**src/rtl/histogram_pkg.sv**
```systemverilog
// Shared types and helpers for the histogram engine: FSM state encoding and
// a saturating increment usable at any counter width up to 63 bits.
package histogram_pkg;

  typedef enum logic {
    CLEAR,
    RUN
  } state_t;

  function automatic logic [63:0] sat_inc(input logic [63:0] value,
                                          input int unsigned width);
    logic [63:0] max_val;
    max_val = (64'd1 << width) - 64'd1;
    return (value == max_val) ? value : value + 64'd1;
  endfunction

endpackage

```
**src/rtl/histogram_if.sv**
```systemverilog
// Sample, clear and read-out signals between the histogram engine, its
// sample source and the host-side readout logic.
interface histogram_if #(
  parameter int DATA_W    = 7,
  parameter int BIN_SHIFT = 0,
  parameter int CNT_W     = 5,
  parameter int TOTAL_W   = 16
);
  localparam int BIN_W = DATA_W - BIN_SHIFT;

  logic               ENA;
  logic [DATA_W-1:0]  d_in;
  logic               CLR;
  logic               rd_en;
  logic [BIN_W-1:0]   rd_addr;
  logic [CNT_W-1:0]   rd_data;
  logic               rd_valid;
  logic               busy;
  logic               sat;
  logic [TOTAL_W-1:0] total;

  modport master (
    output ENA, d_in, CLR, rd_en, rd_addr,
    input  rd_data, rd_valid, busy, sat, total
  );

  modport slave (
    input  ENA, d_in, CLR, rd_en, rd_addr,
    output rd_data, rd_valid, busy, sat, total
  );
endinterface

```
**src/rtl/histogram_mem.sv**
```systemverilog
// Counter storage: port A reads the bin entering the update pipeline while
// writing the bin leaving it; port B is the read-only host port.
module histogram_mem #(
  parameter int ADDR_W = 7,
  parameter int DATA_W = 5
) (
  input  logic              clk,
  input  logic              rst,
  input  logic              a_rd_en,
  input  logic [ADDR_W-1:0] a_rd_addr,
  output logic [DATA_W-1:0] a_rd_data,
  input  logic              a_wr_en,
  input  logic [ADDR_W-1:0] a_wr_addr,
  input  logic [DATA_W-1:0] a_wr_data,
  input  logic              b_rd_en,
  input  logic [ADDR_W-1:0] b_rd_addr,
  output logic [DATA_W-1:0] b_rd_data
);

  // NOTE: the array itself is never reset; the engine zeroes it with its
  // clear sweep, which keeps it mappable onto block RAM.
  logic [DATA_W-1:0] mem [2**ADDR_W];

  // NOTE: non-blocking reads of mem return the pre-write contents when a
  // read and a write hit the same address on the same edge.
  always_ff @(posedge clk) begin
    if (a_wr_en) mem[a_wr_addr] <= a_wr_data;
    if (a_rd_en) a_rd_data <= mem[a_rd_addr];
  end

  // Output register reset is supported by block RAM primitives.
  always_ff @(posedge clk) begin
    if (rst)          b_rd_data <= '0;
    else if (b_rd_en) b_rd_data <= mem[b_rd_addr];
  end

endmodule

```
**src/rtl/histogram_engine.sv**
```systemverilog
// Streaming histogram: pipelined read-modify-write of saturating bin counters
// with same-bin forwarding, a clear-sweep FSM and an independent read port.
module histogram_engine
  import histogram_pkg::*;
#(
  parameter int DATA_W    = 7,
  parameter int BIN_SHIFT = 0,
  parameter int CNT_W     = 5,
  parameter int TOTAL_W   = 16
) (
  input logic        CLK,
  input logic        RST,
  histogram_if.slave bus
);

  localparam int BIN_W = DATA_W - BIN_SHIFT;
  localparam logic [CNT_W-1:0] CNT_MAX = '1;

  state_t             state_q, state_d;
  logic [BIN_W-1:0]   sweep_q, sweep_d;
  logic               live, accept;

  logic               s1_valid, s2_valid, wb_valid;
  logic [BIN_W-1:0]   s1_bin, s2_bin, wb_bin;
  logic [CNT_W-1:0]   wb_data, ram_q, old_cnt, new_cnt;
  logic               upd_we;

  logic               mem_we;
  logic [BIN_W-1:0]   mem_waddr;
  logic [CNT_W-1:0]   mem_wdata;

  logic               sat_q;
  logic [TOTAL_W-1:0] total_q;
  logic               rd_req_q, rd_valid_q;
  logic [BIN_W-1:0]   rd_addr_q;
  logic [CNT_W-1:0]   rd_q;

  always_ff @(posedge CLK) begin
    if (RST) begin
      state_q <= CLEAR;
      sweep_q <= '0;
    end else begin
      state_q <= state_d;
      sweep_q <= sweep_d;
    end
  end

  // NOTE: every always_comb output gets a default first so no path can
  // leave it unassigned and infer a latch.
  always_comb begin
    state_d = state_q;
    sweep_d = sweep_q;
    unique case (state_q)
      CLEAR: begin
        if (bus.CLR) begin
          sweep_d = '0;
        end else if (&sweep_q) begin
          state_d = RUN;
          sweep_d = '0;
        end else begin
          sweep_d = sweep_q + BIN_W'(1);
        end
      end
      RUN: begin
        if (bus.CLR) begin
          state_d = CLEAR;
          sweep_d = '0;
        end
      end
      default: begin
        state_d = CLEAR;
        sweep_d = '0;
      end
    endcase
  end

  // A clear request kills both new samples and anything still in flight.
  assign live   = (state_q == RUN) && !bus.CLR;
  assign accept = live && bus.ENA;

  always_ff @(posedge CLK) begin
    if (RST) begin
      s1_valid <= 1'b0;
      s2_valid <= 1'b0;
      wb_valid <= 1'b0;
    end else begin
      s1_valid <= accept;
      s2_valid <= s1_valid && live;
      wb_valid <= upd_we;
    end
  end

  always_ff @(posedge CLK) begin
    s1_bin  <= BIN_W'(bus.d_in >> BIN_SHIFT);
    s2_bin  <= s1_bin;
    wb_bin  <= s2_bin;
    wb_data <= new_cnt;
  end

  // The RAM read for S2 was taken on the same edge as the previous write,
  // so a same-bin predecessor's result must be taken from wb_data.
  assign old_cnt = (wb_valid && (wb_bin == s2_bin)) ? wb_data : ram_q;
  assign new_cnt = CNT_W'(sat_inc(64'(old_cnt), CNT_W));
  assign upd_we  = s2_valid && live;

  always_comb begin
    mem_we    = upd_we;
    mem_waddr = s2_bin;
    mem_wdata = new_cnt;
    if (state_q == CLEAR) begin
      mem_we    = 1'b1;
      mem_waddr = sweep_q;
      mem_wdata = '0;
    end
  end

  always_ff @(posedge CLK) begin
    if (RST || bus.CLR) begin
      sat_q   <= 1'b0;
      total_q <= '0;
    end else begin
      if (upd_we && (old_cnt == CNT_MAX)) sat_q <= 1'b1;
      if (accept) total_q <= TOTAL_W'(sat_inc(64'(total_q), TOTAL_W));
    end
  end

  // The RAM access lags the request by one edge so reads see every write
  // committed up to and including the request edge.
  always_ff @(posedge CLK) begin
    if (RST) begin
      rd_req_q   <= 1'b0;
      rd_valid_q <= 1'b0;
    end else begin
      rd_req_q   <= bus.rd_en && (state_q == RUN);
      rd_valid_q <= rd_req_q;
    end
  end

  always_ff @(posedge CLK) begin
    rd_addr_q <= bus.rd_addr;
  end

  histogram_mem #(
    .ADDR_W (BIN_W),
    .DATA_W (CNT_W)
  ) u_mem (
    .clk       (CLK),
    .rst       (RST),
    .a_rd_en   (s1_valid),
    .a_rd_addr (s1_bin),
    .a_rd_data (ram_q),
    .a_wr_en   (mem_we),
    .a_wr_addr (mem_waddr),
    .a_wr_data (mem_wdata),
    .b_rd_en   (rd_req_q),
    .b_rd_addr (rd_addr_q),
    .b_rd_data (rd_q)
  );

  assign bus.rd_data  = rd_q;
  assign bus.rd_valid = rd_valid_q;
  assign bus.busy     = (state_q == CLEAR);
  assign bus.sat      = sat_q;
  assign bus.total    = total_q;

endmodule
```
**src/flat_wrapper.sv**
```systemverilog
// flat-port wrapper written by rule: the top's interface ports become plain ports
module histogram_engine_flat import histogram_pkg::*;
#(
  parameter int DATA_W    = 7,
  parameter int BIN_SHIFT = 0,
  parameter int CNT_W     = 5,
  parameter int TOTAL_W   = 16
)
  (CLK, RST, bus_ENA, bus_d_in, bus_CLR, bus_rd_en, bus_rd_addr, bus_rd_data, bus_rd_valid, bus_busy, bus_sat, bus_total);
  histogram_if #(.DATA_W(DATA_W), .BIN_SHIFT(BIN_SHIFT), .CNT_W(CNT_W), .TOTAL_W(TOTAL_W)) bus_i ();
  input logic CLK;
  input logic RST;
  input wire logic [$bits(bus_i.ENA)-1:0] bus_ENA;
  input wire logic [$bits(bus_i.d_in)-1:0] bus_d_in;
  input wire logic [$bits(bus_i.CLR)-1:0] bus_CLR;
  input wire logic [$bits(bus_i.rd_en)-1:0] bus_rd_en;
  input wire logic [$bits(bus_i.rd_addr)-1:0] bus_rd_addr;
  output wire logic [$bits(bus_i.rd_data)-1:0] bus_rd_data;
  output wire logic [$bits(bus_i.rd_valid)-1:0] bus_rd_valid;
  output wire logic [$bits(bus_i.busy)-1:0] bus_busy;
  output wire logic [$bits(bus_i.sat)-1:0] bus_sat;
  output wire logic [$bits(bus_i.total)-1:0] bus_total;
  assign bus_i.ENA = bus_ENA;
  assign bus_i.d_in = bus_d_in;
  assign bus_i.CLR = bus_CLR;
  assign bus_i.rd_en = bus_rd_en;
  assign bus_i.rd_addr = bus_rd_addr;
  assign bus_rd_data = bus_i.rd_data;
  assign bus_rd_valid = bus_i.rd_valid;
  assign bus_busy = bus_i.busy;
  assign bus_sat = bus_i.sat;
  assign bus_total = bus_i.total;
  histogram_engine #(.DATA_W(DATA_W), .BIN_SHIFT(BIN_SHIFT), .CNT_W(CNT_W), .TOTAL_W(TOTAL_W)) u_core (.CLK(CLK), .RST(RST), .bus(bus_i));
endmodule
```
**config.mk**
```make
export PLATFORM = sky130hd
export DESIGN_NAME = histogram_engine_flat
export DESIGN_NICKNAME = d
export VERILOG_FILES = /design/src/rtl/histogram_pkg.sv /design/src/rtl/histogram_if.sv /design/src/rtl/histogram_mem.sv /design/src/rtl/histogram_engine.sv /design/src/flat_wrapper.sv
export SDC_FILE = /design/constraint.sdc
export NUM_CORES = 1
export LEC_CHECK = 0
export BUFFER_PORTS_ARGS = -buffer_cell sky130_fd_sc_hd__buf_2
export CORE_ASPECT_RATIO = 1.75
export CORE_UTILIZATION = 50
export CTS_BUF_LIST = sky130_fd_sc_hd__clkbuf_4
export DETAILED_ROUTE_END_ITERATION = 8
export PLACE_DENSITY = 0.66
export SLEW_MARGIN = 20
export SYNTH_ARGS = -nofsm -noshare
export SYNTH_HDL_FRONTEND = slang
export SYNTH_SLANG_ARGS = --single-unit
```
**constraint.sdc**
```tcl
create_clock -name CLK -period 11.6 [get_ports CLK]
set_input_delay 0 -clock CLK [delete_from_list [all_inputs] [get_ports CLK]]
set_output_delay 0 -clock CLK [all_outputs]
set_load 0.02 [all_outputs]
```
### Word level (Yosys, flattened, before mapping)

Memory sizes are Yosys's and may differ from the RTL's. A register that Yosys moved wholly into a read port is not among the register bits.
Cells that the tools add are included.

* mux-type cells: 15
* reductions and logical operators: 11
* $add $sub $neg: 3
* bitwise operators: 2
* equal/unequal tests: 4

Operators with widths (count)
* two-way mux 7 bit: 4
* adder 16 x 1 -> 16 bit, second input constant: 1
* equality test 16 bit, second input constant: 1
* two-way mux 5 bit: 3
* one-hot mux 7 bit (2 select lines): 1
* adder 7 x 1 -> 7 bit, second input constant: 1
* equality test 7 bit: 1
* logical AND 1 bit: 7
* AND reduction 7 bit: 1
* two-way mux 1 bit: 6
* adder 5 x 1 -> 5 bit, second input constant: 1
* equality test 5 bit, second input constant: 1
* inequality test 2 bit, second input constant: 1
* NOT 1 bit: 2
* one-hot mux 1 bit (2 select lines): 1
* AND reduction 2 bit: 1
* zero test 1 bit: 1
* logical OR 1 bit: 1

* memories: 1
* output and inout port bits: 24
* memory bits (writable): 640
* logic and storage cells: 50
* register bits: 63

Memory list
* u_core.u_mem.mem: depth 128, bits a word 5, rd ports 2, clocked after Yosys merged registers in 2, write ports 1, line histogram_mem.sv:22 `logic [DATA_W-1:0] mem [2**ADDR_W];`

### Logic depth before layout (Yosys ltp)

* word-level depth: 6
* mapped depth: 11
* depth with buffers taken out: 9

### Cells and area by module

A second synthesis with hierarchy kept.

* cells, all modules: 1857
* area total of the unflattened synthesis: 33031.7 sq um

Modules (own cells, without submodules)
* histogram_mem: times used 1, sequential area each 19468.7 sq um, cells an instance 1629, area an instance 30634.4 sq um
* histogram_engine: times used 1, sequential area each 1261.2 sq um, cells an instance 228, area an instance 2397.3 sq um

### Least setup slack after synthesis

OpenSTA, ideal clock, no wires.

* path type: flip-flop to flip-flop
* from: reg u_core.s2_bin[4]
* to: mem u_core.u_mem.mem[0][3] (data pin)
* stages on the path, launching flop included: 9
* path slack: 3.449 ns
* library setup time: 1.228 ns
* arrival: 6.923 ns
* buffers on the path: 0
* cell sequence: dfxtp_1 > xnor2_1 > nand4_1 > nor2_1 > mux2i_1 > inv_1 > ha_1 > a211oi_1 > a211oi_1

* longest elaborated chain between the ends: 6

RTL lines
* from (decl): line histogram_engine.sv:24 `logic [BIN_W-1:0] s1_bin, s2_bin, wb_bin;`
* from (signal assigned): line histogram_engine.sv:95 `s2_bin <= s1_bin;`
* equality test 7 bit *: line histogram_engine.sv:102 `assign old_cnt = (wb_valid && (wb_bin == s2_bin)) ? wb_data : ram_q;`
* logical AND 1 bit *: line histogram_engine.sv:102
* two-way mux 5 bit *: line histogram_engine.sv:102
* adder 5 x 1 -> 5 bit or equality test 5 bit (tied branches): line histogram_pkg.sv:14 `return (value == max_val) ? value : value + 64'd1;`
* two-way mux 5 bit *: line histogram_pkg.sv:14
* two-way mux 5 bit *: line histogram_engine.sv:110 `if (state_q == CLEAR) begin`
* via u_core.mem_wdata[3]: line histogram_engine.sv:30 `logic [CNT_W-1:0] mem_wdata;`
* to (decl): line histogram_mem.sv:22

The timed path passes the listed nets; every way through them passes the cells marked *.

### Worst setup path after layout

* from: reg u_core.s2_bin[4]
* to: mem u_core.u_mem.mem[36][1] (data pin)

* longest elaborated chain between the ends: 6

RTL lines
* equality test 7 bit *: line histogram_engine.sv:102
* logical AND 1 bit *: line histogram_engine.sv:102
* two-way mux 5 bit *: line histogram_engine.sv:102
* adder 5 x 1 -> 5 bit or equality test 5 bit (tied branches): line histogram_pkg.sv:14
* two-way mux 5 bit *: line histogram_pkg.sv:14
* via u_core.new_cnt[1]: line histogram_engine.sv:25 `logic [CNT_W-1:0] wb_data, ram_q, old_cnt, new_cnt;`
* two-way mux 5 bit *: line histogram_engine.sv:110
* via u_core.mem_wdata[1]: line histogram_engine.sv:30

Marked as above.

==> results.json <==
{
  "switchingPower_mw": 1.21,
  "async_flop_share": 0,
  "placed_area_um2": 34000,
  "crit_path_end_kind": "flop",
  "crit_path_max_fanout": 80,
  "cts-root-buf": "clkbuf_4",
  "routabilityCongestion": 0.960,
  "cts_max_level": 4,
  "max_freq_mhz": 241,
  "drive_gt1_frac": 0.320,
  "layout.nets": 2036,
  "fin_skew_ps": 65.9,
  "synth_xor_area_frac": 0.00691,
  "p_total_mw": 5.09,
  "drt_iter0_markers": 2033,
  "synth_top_family_by_area": "multiplexers",
  "synth_warnings": 0,
  "antenna_found_initial": 3,
  "p_comb_frac": 0.051,
  "synth_edf_count": 645,
  "die_area_um2": 67000,
  "post_cts_buffers": 0,
  "postSynthCellCount": 1860,
  "io_buffers": 42,
  "cts_buffer_depth": 3,
  "start_kind": "flop",
  "power_density_nw_per_um2": 139,
  "ys_ff_latch": 713,
  "postRouteAntennaNets": 0,
  "slew_viol_final": 0,
  "p_sw_frac": 0.239,
  "syn_area_per_cell_um2": 17.7,
  "r2r-start": "u_core.s2_bin[4]",
  "syn_area_um2": 33000,
  "grt_pass1_vias": 20876,
  "p_int_mw": 3.87,
  "status": "finished clean",
  "drt_wl_total_mm": 100,
  "fp.dieH_um": 342,
  "synth_fp_nets": 1882,
  "grt.total_usage": 0.306,
  "p_seq_frac": 0.549,
  "die_w_um": 196,
  "synth_compound_area_frac": 0.0325,
  "hpwl_mm": 67.2,
  "min_delay_path_depth": 3,
  "p_leak_nw": 13.1,
  "clk_pin_slew_ps": 70,
  "finalCritPeriodShare": 0.358,
  "setup.worst_path.start": "u_core.s2_bin[4]",
  "ir_drop_mv": 0.0775,
  "synth_mux_area_frac": 0.264,
  "io_pins": 43,
  "clock_power_share": 0.400,
  "worst_slew_pin_slew_ps": 1160,
  "cts_buffers": 164,
  "hold_viol": 0,
  "synthSimpleGateAreaFrac": 0.0480,
  "synth-main-ff-cell": "edfxtp_1",
  "cap_violations": 0,
  "regToRegSetupSlack_ps": 7450,
  "path_class": "reg -> reg",
  "wl_per_cell_um": 33.0,
  "grt_pass1_wl_mm": 143,
  "viasPerCell": 6.58,
  "r2r_end": "u_core.u_mem.mem[36][1]",
  "core_um2": 65300,
  "synth_seq_area_share": 0.629,
  "initial_core_util": 0.505,
  "clkSinkCount": 713,
  "required_ps": 12240,
  "min_path_type": "in -> reg",
  "min_to": "u_core.s1_bin[5]",
  "fin_util": 0.560,
  "ys_types": 44,
  "grt_overflow_total": 0,
  "grt_max_degree": 100,
  "stdcell_area_um2": 36500,
  "hold_slack_ps": 173,
  "grt_setup_unrepaired": "false",
  "cts_resized": 0,
  "hold_start": "bus_d_in[5]",
  "first_pass_iters": 6,
  "area_delta_synth_final_pct": 10.9,
  "fin_crit_ps": 4150,
  "arrival_ps": 4790,
  "setup_viol": 0,
  "synthAdderAreaFrac": 0.00114,
  "vias": 19988,
  "insertion_delay_ps": 1010,
  "ff2ff_path_depth": 10,
  "rows": 124,
  "fin_tns_setup_ps": 0,
  "drc": 0,
  "cts_tree": "done",
  "relSlewSlack": 0.218
}
[flip-flops by register name, indices dropped and copies added (netlist names)]
name,cells
u_core.wb_data,5
u_core.s2_valid,1
u_core.bus.total,16
u_core.rd_addr_q,7
u_core.u_mem.a_rd_data,5
u_core.s2_bin,7
u_core.s1_bin,7
u_core.rd_req_q,1
u_core.bus.rd_valid,1
u_core.wb_bin,7
u_core.wb_valid,1
u_core.state_q,1
u_core.bus.sat,1
u_core.u_mem.b_rd_data,5
u_core.s1_valid,1
u_core.sweep_q,7
u_core.u_mem.mem,640
[layer usage]
| metal | up-vias | wire length, um | track usage |
|---|---|---|---|
| met3 | 375 | 7330 | 0.0604 |
| met4 | 2 | 9540 | 0.268 |
| li1 | 8165 | - | - |
| met5 | - | 12 | 0 |
| met2 | 1160 | 52100 | 0.532 |
| met1 | 10286 | 31300 | 0.314 |
[placed cells by master (no fill, tap or decap), types with 24 or more instances in the layout]
master / instances
o21ai_0: 24
buf_2: 42
o221ai_1: 30
edfxtp_1: 645
buf_4: 31
dlygate4sd3_1: 40
mux2i_1: 136
clkinv_1: 45
nand3_1: 36
dfxtp_1: 61
nand2_1: 45
mux4_2: 316
o22ai_1: 35
nor2_1: 166
a21oi_1: 33
clkbuf_4: 230
[logic make-up (layout without fill, tap and decap cells)]
family | Yosys count | in the layout
multiplexers | 472 | 472
AO/OA/AOI/OAI | 163 | 163
adder cells (fa/ha/maj) | 3 | 3
AND/OR/NAND/NOR | 346 | 346
flip-flops | 713 | 713
other | 0 | 5
XOR/XNOR | 26 | 26
buffers and inverters | 137 | 427
[worst max path at each step]
stage,to,depth (start not counted)
after floorplan,u_core.u_mem.mem[0][3],8
after global placement,u_core.u_mem.a_rd_data[0],5
after detailed placement,u_core.u_mem.a_rd_data[2],6
after CTS,u_core.u_mem.mem[38][1],10
after global routing,u_core.u_mem.mem[44][1],10
final,u_core.u_mem.mem[36][1],10
[cells in the mapped netlist (all sizes together), types with 27 or more instances]
cell      n  area (um^2)
a21oi    33          165
mux4    316         7120
o22ai    35          219
buf      61          319
o221ai   30          263
nand2    45          169
edfxtp  645        19400
o21ai    27          135
mux2i   136         1360
nor2    166          623
clkbuf   66          248
nand3    36          180
dfxtp    68         1360
[final cells by class]
class                   instances  area (um^2)
well taps                     882         1100
inverters                      10         37.5
clock buffers                 230         1730
repair buffers                115          875
clock inverters                72          390
flip-flops and latches        713        20800
diodes                          5         12.5
multi-input cells            1010        11600
fillers                      5039        28800
[power groups by stage]
stage	clock [mW]	sequential, mW	combinational [mW]
after floorplan	0	2.83	0.187
after global placement	0	2.85	0.244
after detailed placement	0	2.85	0.246
after CTS	2.06	2.79	0.256
after global routing	2.17	2.79	0.267
final	2.03	2.79	0.260
[timing repair]
item                                    4_1_cts  5_1_grt
endpoints found under the hold margin        49        0
hold buffers                                 40        0
endpoints found under the setup margin        0        0
[critical path, cell delays in order (launching register included)]
cell	delay, ps
dfxtp_1	430
xnor2_1	160
nand4_1	210
nor2_1	560
mux2i_1	320
inv_1	80
ha_1	250
o21ai_0	220
mux2_2	260
and2_4	490
buf_4	680
[per-stage QoR]
stage	setup slack, ps	cells
floorplan	3450	1860
finish	7450	3037
global route	7130	3035
CTS	7440	3032
global placement	7550	2690
detailed placement	7510	2690
No activity file was read; power rests on OpenSTA's default activity.
